--- src/rtl/load_align_unit_if.sv ---
// rtl/load_align_unit_if.sv - request, data-memory and response signals of the load align unit
interface load_align_unit_if #(
    parameter int ADDR_WIDTH = 32
) ();
    logic                  req_valid;
    logic                  req_ready;
    logic [ADDR_WIDTH-1:0] req_addr;
    logic [2:0]            req_func3;
    logic                  mem_en;
    logic [ADDR_WIDTH-1:0] mem_addr;
    logic [31:0]           mem_rdata;
    logic                  resp_valid;
    logic                  resp_ready;
    logic [31:0]           resp_data;
    logic                  resp_err;
    logic                  resp_split;

    modport slave (
        input  req_valid, req_addr, req_func3, mem_rdata, resp_ready,
        output req_ready, mem_en, mem_addr, resp_valid, resp_data, resp_err, resp_split
    );

    modport master (
        output req_valid, req_addr, req_func3, mem_rdata, resp_ready,
        input  req_ready, mem_en, mem_addr, resp_valid, resp_data, resp_err, resp_split
    );
endinterface

--- src/rtl/load_align_unit.sv ---
// rtl/load_align_unit.sv - RV32I load alignment with split word reads and sign/zero extension
module load_align_unit #(
    parameter int RD_LATENCY = 1,
    parameter int ADDR_WIDTH = 32
) (
    input  logic             clk,
    input  logic             rst_n,
    load_align_unit_if.slave bus
);
    typedef enum logic [1:0] {IDLE, ISSUE, WAIT, RESP} state_t;

    localparam logic [2:0] LAT = 3'(RD_LATENCY);

    state_t                state;
    state_t                state_next;
    logic [ADDR_WIDTH-3:0] base;
    logic [2:0]            func3;
    logic [1:0]            offset;
    logic                  split;
    logic                  err;
    logic                  beat;
    logic [2:0]            cnt;
    logic [31:0]           w0;
    logic [31:0]           resp_data;
    logic                  resp_err;
    logic                  resp_split;

    logic                  req_legal;
    logic                  req_split;
    logic                  last_cnt;
    logic [31:0]           cur_w0;
    logic [31:0]           cur_w1;
    logic [63:0]           shifted;
    logic [31:0]           ext;
    logic                  unused_hi;
    logic                  req_ready;
    logic                  mem_en;
    logic [ADDR_WIDTH-1:0] mem_addr;

    assign req_legal = (bus.req_func3 == 3'b000) || (bus.req_func3 == 3'b001) ||
                       (bus.req_func3 == 3'b010) || (bus.req_func3 == 3'b100) ||
                       (bus.req_func3 == 3'b101);
    assign req_split = req_legal &&
                       (((bus.req_func3 == 3'b010) && (bus.req_addr[1:0] != 2'b00)) ||
                        ((bus.req_func3[1:0] == 2'b01) && (bus.req_addr[1:0] == 2'b11)));

    assign last_cnt = (cnt == LAT);

    // The final beat's word is taken straight from mem_rdata so the result can be registered on entry to RESP.
    assign cur_w0    = beat ? w0 : bus.mem_rdata;
    assign cur_w1    = (split && beat) ? bus.mem_rdata : 32'h0;
    assign shifted   = {cur_w1, cur_w0} >> {offset, 3'b000};
    assign unused_hi = ^shifted[63:32];

    // Extension of the aligned low bits according to the load type; illegal types return the raw word.
    always_comb begin
        ext = cur_w0;
        case (func3)
            3'b000:  ext = {{24{shifted[7]}}, shifted[7:0]};
            3'b100:  ext = {24'h0, shifted[7:0]};
            3'b001:  ext = {{16{shifted[15]}}, shifted[15:0]};
            3'b101:  ext = {16'h0, shifted[15:0]};
            3'b010:  ext = shifted[31:0];
            default: ext = cur_w0;
        endcase
    end

    // State register.
    always_ff @(posedge clk or negedge rst_n) begin
        if (!rst_n) begin
            state <= IDLE;
        end else begin
            state <= state_next;
        end
    end

    // Next-state decode plus the state-derived handshake and memory strobe.
    always_comb begin
        state_next = state;
        req_ready  = 1'b0;
        mem_en     = 1'b0;
        mem_addr   = '0;
        case (state)
            IDLE: begin
                req_ready = 1'b1;
                if (bus.req_valid) begin
                    state_next = ISSUE;
                end
            end
            ISSUE: begin
                mem_en     = 1'b1;
                mem_addr   = {base + {{(ADDR_WIDTH-3){1'b0}}, beat}, 2'b00};
                state_next = WAIT;
            end
            WAIT: begin
                if (last_cnt) begin
                    state_next = (!beat && split) ? ISSUE : RESP;
                end
            end
            RESP: begin
                if (bus.resp_ready) begin
                    state_next = IDLE;
                end
            end
            default: state_next = IDLE;
        endcase
    end

    // Request capture, latency counting, beat sequencing and the registered response.
    always_ff @(posedge clk or negedge rst_n) begin
        if (!rst_n) begin
            base       <= '0;
            func3      <= 3'b000;
            offset     <= 2'b00;
            split      <= 1'b0;
            err        <= 1'b0;
            beat       <= 1'b0;
            cnt        <= 3'd0;
            w0         <= 32'h0;
            resp_data  <= 32'h0;
            resp_err   <= 1'b0;
            resp_split <= 1'b0;
        end else begin
            case (state)
                IDLE: begin
                    if (bus.req_valid) begin
                        base   <= bus.req_addr[ADDR_WIDTH-1:2];
                        func3  <= bus.req_func3;
                        offset <= bus.req_addr[1:0];
                        split  <= req_split;
                        err    <= !req_legal;
                        beat   <= 1'b0;
                    end
                end
                ISSUE: begin
                    cnt <= 3'd1;
                end
                WAIT: begin
                    if (last_cnt) begin
                        if (!beat) begin
                            w0 <= bus.mem_rdata;
                        end
                        if (!beat && split) begin
                            beat <= 1'b1;
                        end else begin
                            resp_data  <= ext;
                            resp_err   <= err;
                            resp_split <= split;
                        end
                    end else begin
                        cnt <= cnt + 3'd1;
                    end
                end
                default: begin
                end
            endcase
        end
    end

    assign bus.req_ready  = req_ready;
    assign bus.mem_en     = mem_en;
    assign bus.mem_addr   = mem_addr;
    assign bus.resp_valid = (state == RESP);
    assign bus.resp_data  = resp_data;
    assign bus.resp_err   = resp_err;
    assign bus.resp_split = resp_split;
endmodule

--- src/flat_wrapper.sv ---
// flat-port wrapper written by rule: the top's interface ports become plain ports
module load_align_unit_flat 
#(
    parameter int RD_LATENCY = 1,
    parameter int ADDR_WIDTH = 32
)
  (clk, rst_n, bus_req_valid, bus_req_addr, bus_req_func3, bus_mem_rdata, bus_resp_ready, bus_req_ready, bus_mem_en, bus_mem_addr, bus_resp_valid, bus_resp_data, bus_resp_err, bus_resp_split);
  load_align_unit_if #(.ADDR_WIDTH(ADDR_WIDTH)) bus_i ();
  input  logic clk;
  input  logic rst_n;
  input wire logic [$bits(bus_i.req_valid)-1:0] bus_req_valid;
  input wire logic [$bits(bus_i.req_addr)-1:0] bus_req_addr;
  input wire logic [$bits(bus_i.req_func3)-1:0] bus_req_func3;
  input wire logic [$bits(bus_i.mem_rdata)-1:0] bus_mem_rdata;
  input wire logic [$bits(bus_i.resp_ready)-1:0] bus_resp_ready;
  output wire logic [$bits(bus_i.req_ready)-1:0] bus_req_ready;
  output wire logic [$bits(bus_i.mem_en)-1:0] bus_mem_en;
  output wire logic [$bits(bus_i.mem_addr)-1:0] bus_mem_addr;
  output wire logic [$bits(bus_i.resp_valid)-1:0] bus_resp_valid;
  output wire logic [$bits(bus_i.resp_data)-1:0] bus_resp_data;
  output wire logic [$bits(bus_i.resp_err)-1:0] bus_resp_err;
  output wire logic [$bits(bus_i.resp_split)-1:0] bus_resp_split;
  assign bus_i.req_valid = bus_req_valid;
  assign bus_i.req_addr = bus_req_addr;
  assign bus_i.req_func3 = bus_req_func3;
  assign bus_i.mem_rdata = bus_mem_rdata;
  assign bus_i.resp_ready = bus_resp_ready;
  assign bus_req_ready = bus_i.req_ready;
  assign bus_mem_en = bus_i.mem_en;
  assign bus_mem_addr = bus_i.mem_addr;
  assign bus_resp_valid = bus_i.resp_valid;
  assign bus_resp_data = bus_i.resp_data;
  assign bus_resp_err = bus_i.resp_err;
  assign bus_resp_split = bus_i.resp_split;
  load_align_unit #(.RD_LATENCY(RD_LATENCY), .ADDR_WIDTH(ADDR_WIDTH)) u_core (.clk(clk), .rst_n(rst_n), .bus(bus_i));
endmodule
--- config.mk ---
export PLATFORM = sky130hd
export DESIGN_NAME = load_align_unit_flat
export DESIGN_NICKNAME = d
export VERILOG_FILES = /design/src/rtl/load_align_unit_if.sv /design/src/rtl/load_align_unit.sv /design/src/flat_wrapper.sv
export SDC_FILE = /design/constraint.sdc
export NUM_CORES = 1
export LEC_CHECK = 0
export CORE_MARGIN = 10
export CORE_UTILIZATION = 52
export CTS_CLUSTER_DIAMETER = 50
export DETAILED_ROUTE_END_ITERATION = 8
export PLACE_DENSITY_LB_ADDON = 0.12
export SLEW_MARGIN = 20
export SYNTH_ARGS = -nofsm -noshare
export SYNTH_HDL_FRONTEND = slang
export SYNTH_SLANG_ARGS = --single-unit
--- constraint.sdc ---
create_clock -name clk -period 3.3 [get_ports clk]
set_clock_uncertainty 0.2 [all_clocks]
set_input_delay 0.825 -clock clk [delete_from_list [all_inputs] [get_ports clk]]
set_output_delay 0.825 -clock clk [all_outputs]
set_load 0.005 [all_outputs]
==> results.cfg <==
[drt]
drc = 0
vias = 5969
drt_iter0_drc = 401
dr.pass1.iters = 5
avgRoutedWirePerCell_um = 20.6
drt_wl_total_mm = 20.8
ant_nets = 0
vias_per_cell = 5.89

[timing]
slew_violations = 0
finalHoldViolCount = 0
max_freq_ghz = 0.306
slew_headroom_pct = 44.8
post-route-min-period_ps = 3270
finalSetupViolCount = 0
post-route-period-util_pct = 99.1
setup_ws_ps = 29.8
worst_pin_slew_ps = 829
fin_tns_setup_ps = 0
rsz0062_at_grt = true

[worst_setup_path]
r2r_cells = 7
criticalPathCategory = flip-flop to output port
reg2reg_slack_ps = 200
timing.rr.end = u_core.bus.resp_data[22]
worst_ep_arrival_time_ps = 2250
critPathRequiredTime_ps = 2270
reg2reg_from = u_core.beat
endpoint_kind = output port
crit_fanout = 3
cp-start-kind = flip-flop

[grt]
gr-total-overflow = 0
grt_pass1_vias = 6365
grt_usage_pct = 23.3
grt_pass1_wl_mm = 33.5
antenna_found_initial = 1
grt_start_max_net_pins = 57

[cells_and_area]
diodes = 0
utilization_pct = 70.3
finalNetCount = 911
stdcell_count = 1013
drive_gt1_share_pct = 24.1
areaGrowthSynthToFinish_pct = 32.7

[floorplan]
rows = 41
start_util_pct = 53.0
ioPinCount = 140
core-area_sq_um = 12600
die_h_um = 133
dieArea_sq_um = 17800
die_w_um = 133

[clock_tree]
cts_buffers = 9
clockRootBuffer = clkbuf_16
htreeDepth = 3
clock_latency_ps = 360
clk_pin_slew_worst_paths_ps = 70
clock-sinks = 109
cts_buffer_depth = 2
cts_tree = built

[power]
ir_worst_vdd_v = 0.000518
leakage_nw = 3.70
power.total_mw = 8.56
p_per_area_nw_per_um2 = 966

[placement]
portBuffers = 137
dp.cells = 982
pre_cts_slack_ps = -31.8
gp_congestion = 0.873
detailed_place_hpwl_mm = 15.3

[yosys]
ys_seq_elements = 109
yosysTopAreaCell = dfrtp_1
synth_area_sq_um = 6680
synth_top_area_share_pct = 40.8
synth_edf_count = 0
ys_async_sr_fraction_pct = 100
ys_types = 49
seq_area_frac_synth_pct = 40.8
syn_inst = 686
synth_ff_type = dfrtp_1
yosysWarnings = 0
syn_area_per_cell_sq_um = 9.74
synth_top_cells_by_area = dfrtp_1 (41%), mux2_2 (16%), a21oi_1 (5.5%)

[run_status]
status = completed

[flow_run]
maxCapViolCount = 0

[hold_path]
hold_path.class = primary input to asynchronous set/reset pin
==> worst max-delay path: stages, from the launching register on <==
cell and delay (ps):
dfrtp_1 360, inv_1 90, or4_4 570, buf_6 140, buf_12 120, nor4_4 220
xnor2_1 150, nor2_1 50, dlymetal6s2s_1 170
==> flip-flops by register name (all words and copies together), names as in the netlist <==
name	count
u_core.err	1
u_core.bus.resp_data	32
u_core.cnt	3
u_core.bus.resp_split	1
u_core.offset	2
u_core.bus.resp_err	1
u_core.split	1
u_core.beat	1
u_core.state	2
u_core.func3	3
u_core.w0	32
u_core.base	30
==> worst max path at each step <==
stage,from,to,cells after the start
2_1_floorplan,u_core.base[6],bus_mem_addr[31],6
3_3_place_gp,u_core.base[7],bus_mem_addr[18],6
3_5_place_dp,u_core.beat,bus_mem_addr[28],8
6_report,u_core.base[15],bus_mem_addr[30],8
4_1_cts,u_core.base[8],bus_mem_addr[31],8
5_1_grt,u_core.base[8],bus_mem_addr[30],8
==> placed cells by master, fill, tap and decap left out, types with 3 or more instances in the layout <==
cell type,synthesis,routed
clkdlybuf4s50_1,0,115
buf_6,2,4
nand2_1,48,47
a211oi_1,7,7
clkbuf_1,34,4
xor2_1,14,14
clkbuf_2,0,6
or3_1,3,3
mux2i_1,28,28
a221oi_1,7,7
dlymetal6s2s_1,0,4
mux4_2,9,9
a31oi_1,15,15
inv_1,11,11
and2_1,5,4
nor2_1,73,72
o21ai_0,36,36
xnor2_1,10,10
a21oi_1,73,72
and3_1,6,4
buf_12,0,5
mux2_2,97,97
nand3_1,13,12
nor2b_1,3,3
clkbuf_16,0,9
nor3_1,4,3
nor4_4,0,3
dlygate4sd2_1,0,6
buf_4,4,45
nand4_1,10,10
o31ai_1,7,7
o22ai_1,16,16
dfrtp_1,109,107
==> area by class of cell <==
cell class | count | area [sq um]
fill | 1006 | 3750
multi-input combinational | 516 | 3810
tap | 172 | 215
timing repair buffer | 189 | 1800
sequential | 109 | 2730
clock inverter | 1 | 5.00
clock buffer | 15 | 268
inverter | 11 | 41.3
==> timing repair <==
action                                  in CTS  in global routing
gates resized for setup                     39                 30
hold endpoints to repair                     0                  0
setup buffers                                8                  8
hold buffers                                 0                  0
pin swaps                                   12                  9
endpoints found under the setup margin      24                 19
==> routing by layer <==
metal	track usage (%)	up-vias	wire [um]
met5	0	-	10
met4	11.6	2	805
met3	5.79	52	1320
met2	40.7	236	10600
met1	25.8	2890	8080
li1	-	2789	-
==> logic make-up (layout without fill, tap and decap cells) <==
kind of cell	after synthesis	count (layout)	synth area share [%]
simple gates	181	181	12.5
compound gates	170	170	14.8
mux	135	135	24.0
flops	109	109	40.8
buf+inv	62	216	4.04
xor+xnor	24	24	3.15
fa+ha+maj	4	4	0.749
other cells	1	2	0.0561
==> cells in the mapped netlist (2+ instances only) <==
cell type and instances:
buf_2 6, ha_1 4, nor2b_1 3, and4_1 3, buf_4 4, a31oi_1 15
or3_1 3, nand3_1 13, o31ai_1 7, o21ai_1 2, and3_1 6, dfrtp_1 109
nor3_1 4, and2_1 5, nor4_1 3, nand2b_1 2, o21ai_0 36, a211oi_1 7
o22ai_1 16, a21oi_1 73, mux2_2 97, nor2_1 73, nand4_1 10, buf_6 2
a221oi_1 7, inv_1 11, clkbuf_1 34, xor2_1 14, buf_1 5, xnor2_1 10
nand2_1 48, mux4_2 9, mux2i_1 28, o21a_1 2
==> per-stage QoR <==
stage          instance area (sq um)  hold slack [ps]
2_1_floorplan                   6690              232
3_3_place_gp                    8400              263
3_5_place_dp                    8400              266
4_1_cts                         8800              201
5_1_grt                         8870              224
6_report                        8870              201
==> power breakdown <==
part / switching (mW) / internal (mW) / total, mW
combinational: 2.45 / 2.48 / 4.93
sequential: 0.578 / 2.01 / 2.59
clock: 0.492 / 0.555 / 1.05
total: 3.52 / 5.04 / 8.56
Power figures use the tool's default switching activity.
==> patch, RTL diff (same settings) <==
`ADDR_WIDTH` is set to 32 in 3 places; all go to 64.
--- a/src/rtl/load_align_unit_if.sv
+++ b/src/rtl/load_align_unit_if.sv
@@ -1,6 +1,6 @@
 // rtl/load_align_unit_if.sv - request, data-memory and response signals of the load align unit
 interface load_align_unit_if #(
-    parameter int ADDR_WIDTH = 32
+    parameter int ADDR_WIDTH = 64
 ) ();
     logic                  req_valid;
     logic                  req_ready;
--- a/src/rtl/load_align_unit.sv
+++ b/src/rtl/load_align_unit.sv
@@ -1,7 +1,7 @@
 // rtl/load_align_unit.sv - RV32I load alignment with split word reads and sign/zero extension
 module load_align_unit #(
     parameter int RD_LATENCY = 1,
-    parameter int ADDR_WIDTH = 32
+    parameter int ADDR_WIDTH = 64
 ) (
     input  logic             clk,
     input  logic             rst_n,
--- a/src/flat_wrapper.sv
+++ b/src/flat_wrapper.sv
@@ -2,7 +2,7 @@
 module load_align_unit_flat 
 #(
     parameter int RD_LATENCY = 1,
-    parameter int ADDR_WIDTH = 32
+    parameter int ADDR_WIDTH = 64
 )
   (clk, rst_n, bus_req_valid, bus_req_addr, bus_req_func3, bus_mem_rdata, bus_resp_ready, bus_req_ready, bus_mem_en, bus_mem_addr, bus_resp_valid, bus_resp_data, bus_resp_err, bus_resp_split);
   load_align_unit_if #(.ADDR_WIDTH(ADDR_WIDTH)) bus_i ();
Interface: changed (resized bus_mem_addr and bus_req_addr); port bits go from 140 to 204. No check against the original RTL was run, so the function may have changed too.
==> patch against the unedited design <==
- the run now ends with setup timing left
- utilization up 9.4 points
- via count grew 49%
- hold slack got worse by 20 ps
- area after synthesis increased by 28%
- final area increased by 44%
- count of clock-buffer cells in the layout rose by 8
- sequential cell count grew 32
- routed wire length up 53%
- non-clock buffer count is 164 higher
- clock power increased by 66%
- power grew 37%
- worst setup slack got worse by 390 ps
- critical path depth is 1 higher
- largest power group unchanged
==> patch: results (changes against the unedited design) <==
Number of fill cells -> 998 (was 1006)
IO buf count -> 201 (was 137)
Net count, final -> 1321 (was 911)
Sequential-to-total area share from yosys stat -> 41.1% (was 40.8%)
Largest registers -> u_core.base: 62 flops, u_core.bus.resp_data: 32 flops, u_core.w0: 32 flops (was u_core.bus.resp_data: 32 flops, u_core.w0: 32 flops, u_core.base: 30 flops)
Max Buffers Root-to-Sink -> 2 (unchanged)
Vias/cell -> 6.16 (was 5.89)
Commonest cells post-synth -> 141 x dfrtp_1, 125 x a21oi_1, 109 x mux2_2 (was 109 x dfrtp_1, 97 x mux2_2, 73 x a21oi_1, 73 x nor2_1, 48 x nand2_1)
Outcome -> complete, but fails checks (was completed)
Reg2Reg Setup Slack -> 320 ps (was 200 ps)
Placed cell areas -> 0.0116 sq mm (was 0.00840 sq mm)
Yosys warning total -> 0 (unchanged)
P_leak -> 0.00542 uW (was 0.00370 uW)
Crit path max-delay family -> simple AND/OR/NAND/NOR gates (unchanged)
Mean routed wirelength per cell -> 22.0 microns (was 20.6 microns)
Arr. time, crit path -> 2640 ps (was 2250 ps)
Crit-path max FO -> 6 (was 3)
CTS H-Tree Depth -> 4 (was 3)
# setup viols final -> 43 (was 0)
Initial antenna violation count -> 1 (unchanged)
First-pass DRT Iterations -> 7 (was 5)
Worst-skew pair later-pin latency -> 420 ps (was 360 ps)
Top cells by area, synth -> dfrtp_1 41%, mux2_2 14%, a21oi_1 7.3% (was dfrtp_1 41%, mux2_2 16%, a21oi_1 5.5%)
CTS Root Cell -> clkbuf_16 (unchanged)
Slew HR -> 48.3% (was 44.8%)
Prevailing post-synth register cell -> dfrtp_1 (unchanged)
Failing checks -> setup timing
Worst slack, placed -> -315 ps (was -31.8 ps)
Dpl hpwl -> 20.6 mm (was 15.3 mm)
Hold WC Path Type -> primary input to asynchronous set/reset pin (unchanged)
Clock transition at path regs -> 60 ps
Slowest stage delay, CP -> 510 ps (was 570 ps)
DR DRC count -> 0 (unchanged)
Share of cells above drive strength 1 -> 34.7% (was 24.1%)
Netlist cell types -> 47 (was 49)
Total GRT Usage -> 27.2% (was 23.3%)
Num CTS Buffers -> 17 (was 9)
Hold Vio Cnt, Final -> 0 (unchanged)
Maximum VDD drop -> 0.549 mV (was 0.518 mV)
Largest net degree at the start of global routing -> 73 (was 57)
Worst setup margin -> -360 ps (was 29.8 ps)
Final GP Congestion -> 0.939 (was 0.873)
First-pass GRT wire length -> 48.3 mm (was 33.5 mm)
Async S/R FF share, synth -> 100% (unchanged)
Number of global-route vias before repair -> 8919 (was 6365)
CP max-delay cell -> or4_1 (was or4_4)
Initial DRC Count -> 877 (was 401)
-- patch: area by class of cell --
| cell class | instances | area (sq um) | share of cell area [%] |
|---|---|---|---|
| diodes | 1 | 2.50 | 0.0196 |
| clock buffers | 23 | 488 | 3.81 |
| clock inverters | 7 | 40.0 | 0.313 |
| inverters | 13 | 48.8 | 0.381 |
| multi-input cells | 688 | 5260 | 41.1 |
| flip-flops and latches | 141 | 3530 | 27.6 |
| well taps | 216 | 270 | 2.11 |
| repair buffers | 353 | 3150 | 24.6 |
-- patch: path summary, 6_finish.rpt --
| check | start | to | cells after the start |
|---|---|---|---|
| min in group clk | u_core.bus.resp_data[7] | u_core.bus.resp_data[7] | 2 |
| max in group asynchronous | rst_n | u_core.base[26] | 2 |
| worst min-delay path | rst_n | u_core.base[33] | 1 |
| worst max-delay path | u_core.base[28] | bus_mem_addr[59] | 9 |
| worst max register to register | u_core.beat | u_core.bus.resp_data[24] | 7 |
| worst min register to register | u_core.bus.resp_data[7] | u_core.bus.resp_data[7] | 2 |
-- patch: cells by family after synthesis --
kind of cell,Yosys count,share of synthesized area [%]
AO/OA/AOI/OAI,240,15.9
XOR/XNOR,29,2.96
adder cells (fa/ha/maj),4,0.583
buffers and inverters,77,3.57
flip-flops,141,41.1
multiplexers,164,21.1
other,1,0.0437
AND/OR/NAND/NOR,249,14.7
-- patch: through the flow --
| stage | cells | setup TNS [ps] | hold WS (ps) |
|---|---|---|---|
| after floorplan | 906 | 0 | 232 |
| after global placement | 1373 | -4760 | 264 |
| after detailed placement | 1373 | -6700 | 274 |
| after CTS | 1431 | -8170 | 209 |
| after global routing | 1441 | -15140 | 221 |
| final | 1442 | -10190 | 181 |
-- patch: timing repair --
| action | CTS | global route |
|---|---|---|
| hold endpoints to repair | 0 | 0 |
| gates cloned | 5 | 0 |
| resized for setup | 262 | 74 |
| setup endpoints to repair | 57 | 56 |
| pin swaps | 77 | 46 |
| setup buffers | 23 | 12 |
-- patch: worst reg2reg max path: stages, from the launching register on --
cell and delay [ps]:
dfrtp_2 390, buf_4 630, mux4_2 600, mux2_2 320, mux2_2 280, o22ai_2 180, buf_12 180, a21oi_1 90
-- patch: where the power goes --
part           internal, uW  switching, uW  leakage (uW)
clock network          1020            720      0.000260
logic                  3260           3410       0.00349
registers              2600            706       0.00167
-- patch: routing by layer --
layer  share of wire, %  track usage, %  vias to the layer above
met5                  0               0                        -
met3                9.3            6.98                      109
met4                4.4            12.4                        0
met2                 49            45.7                      517
met1                 37            32.1                     4310
li1                   -               -                     3951
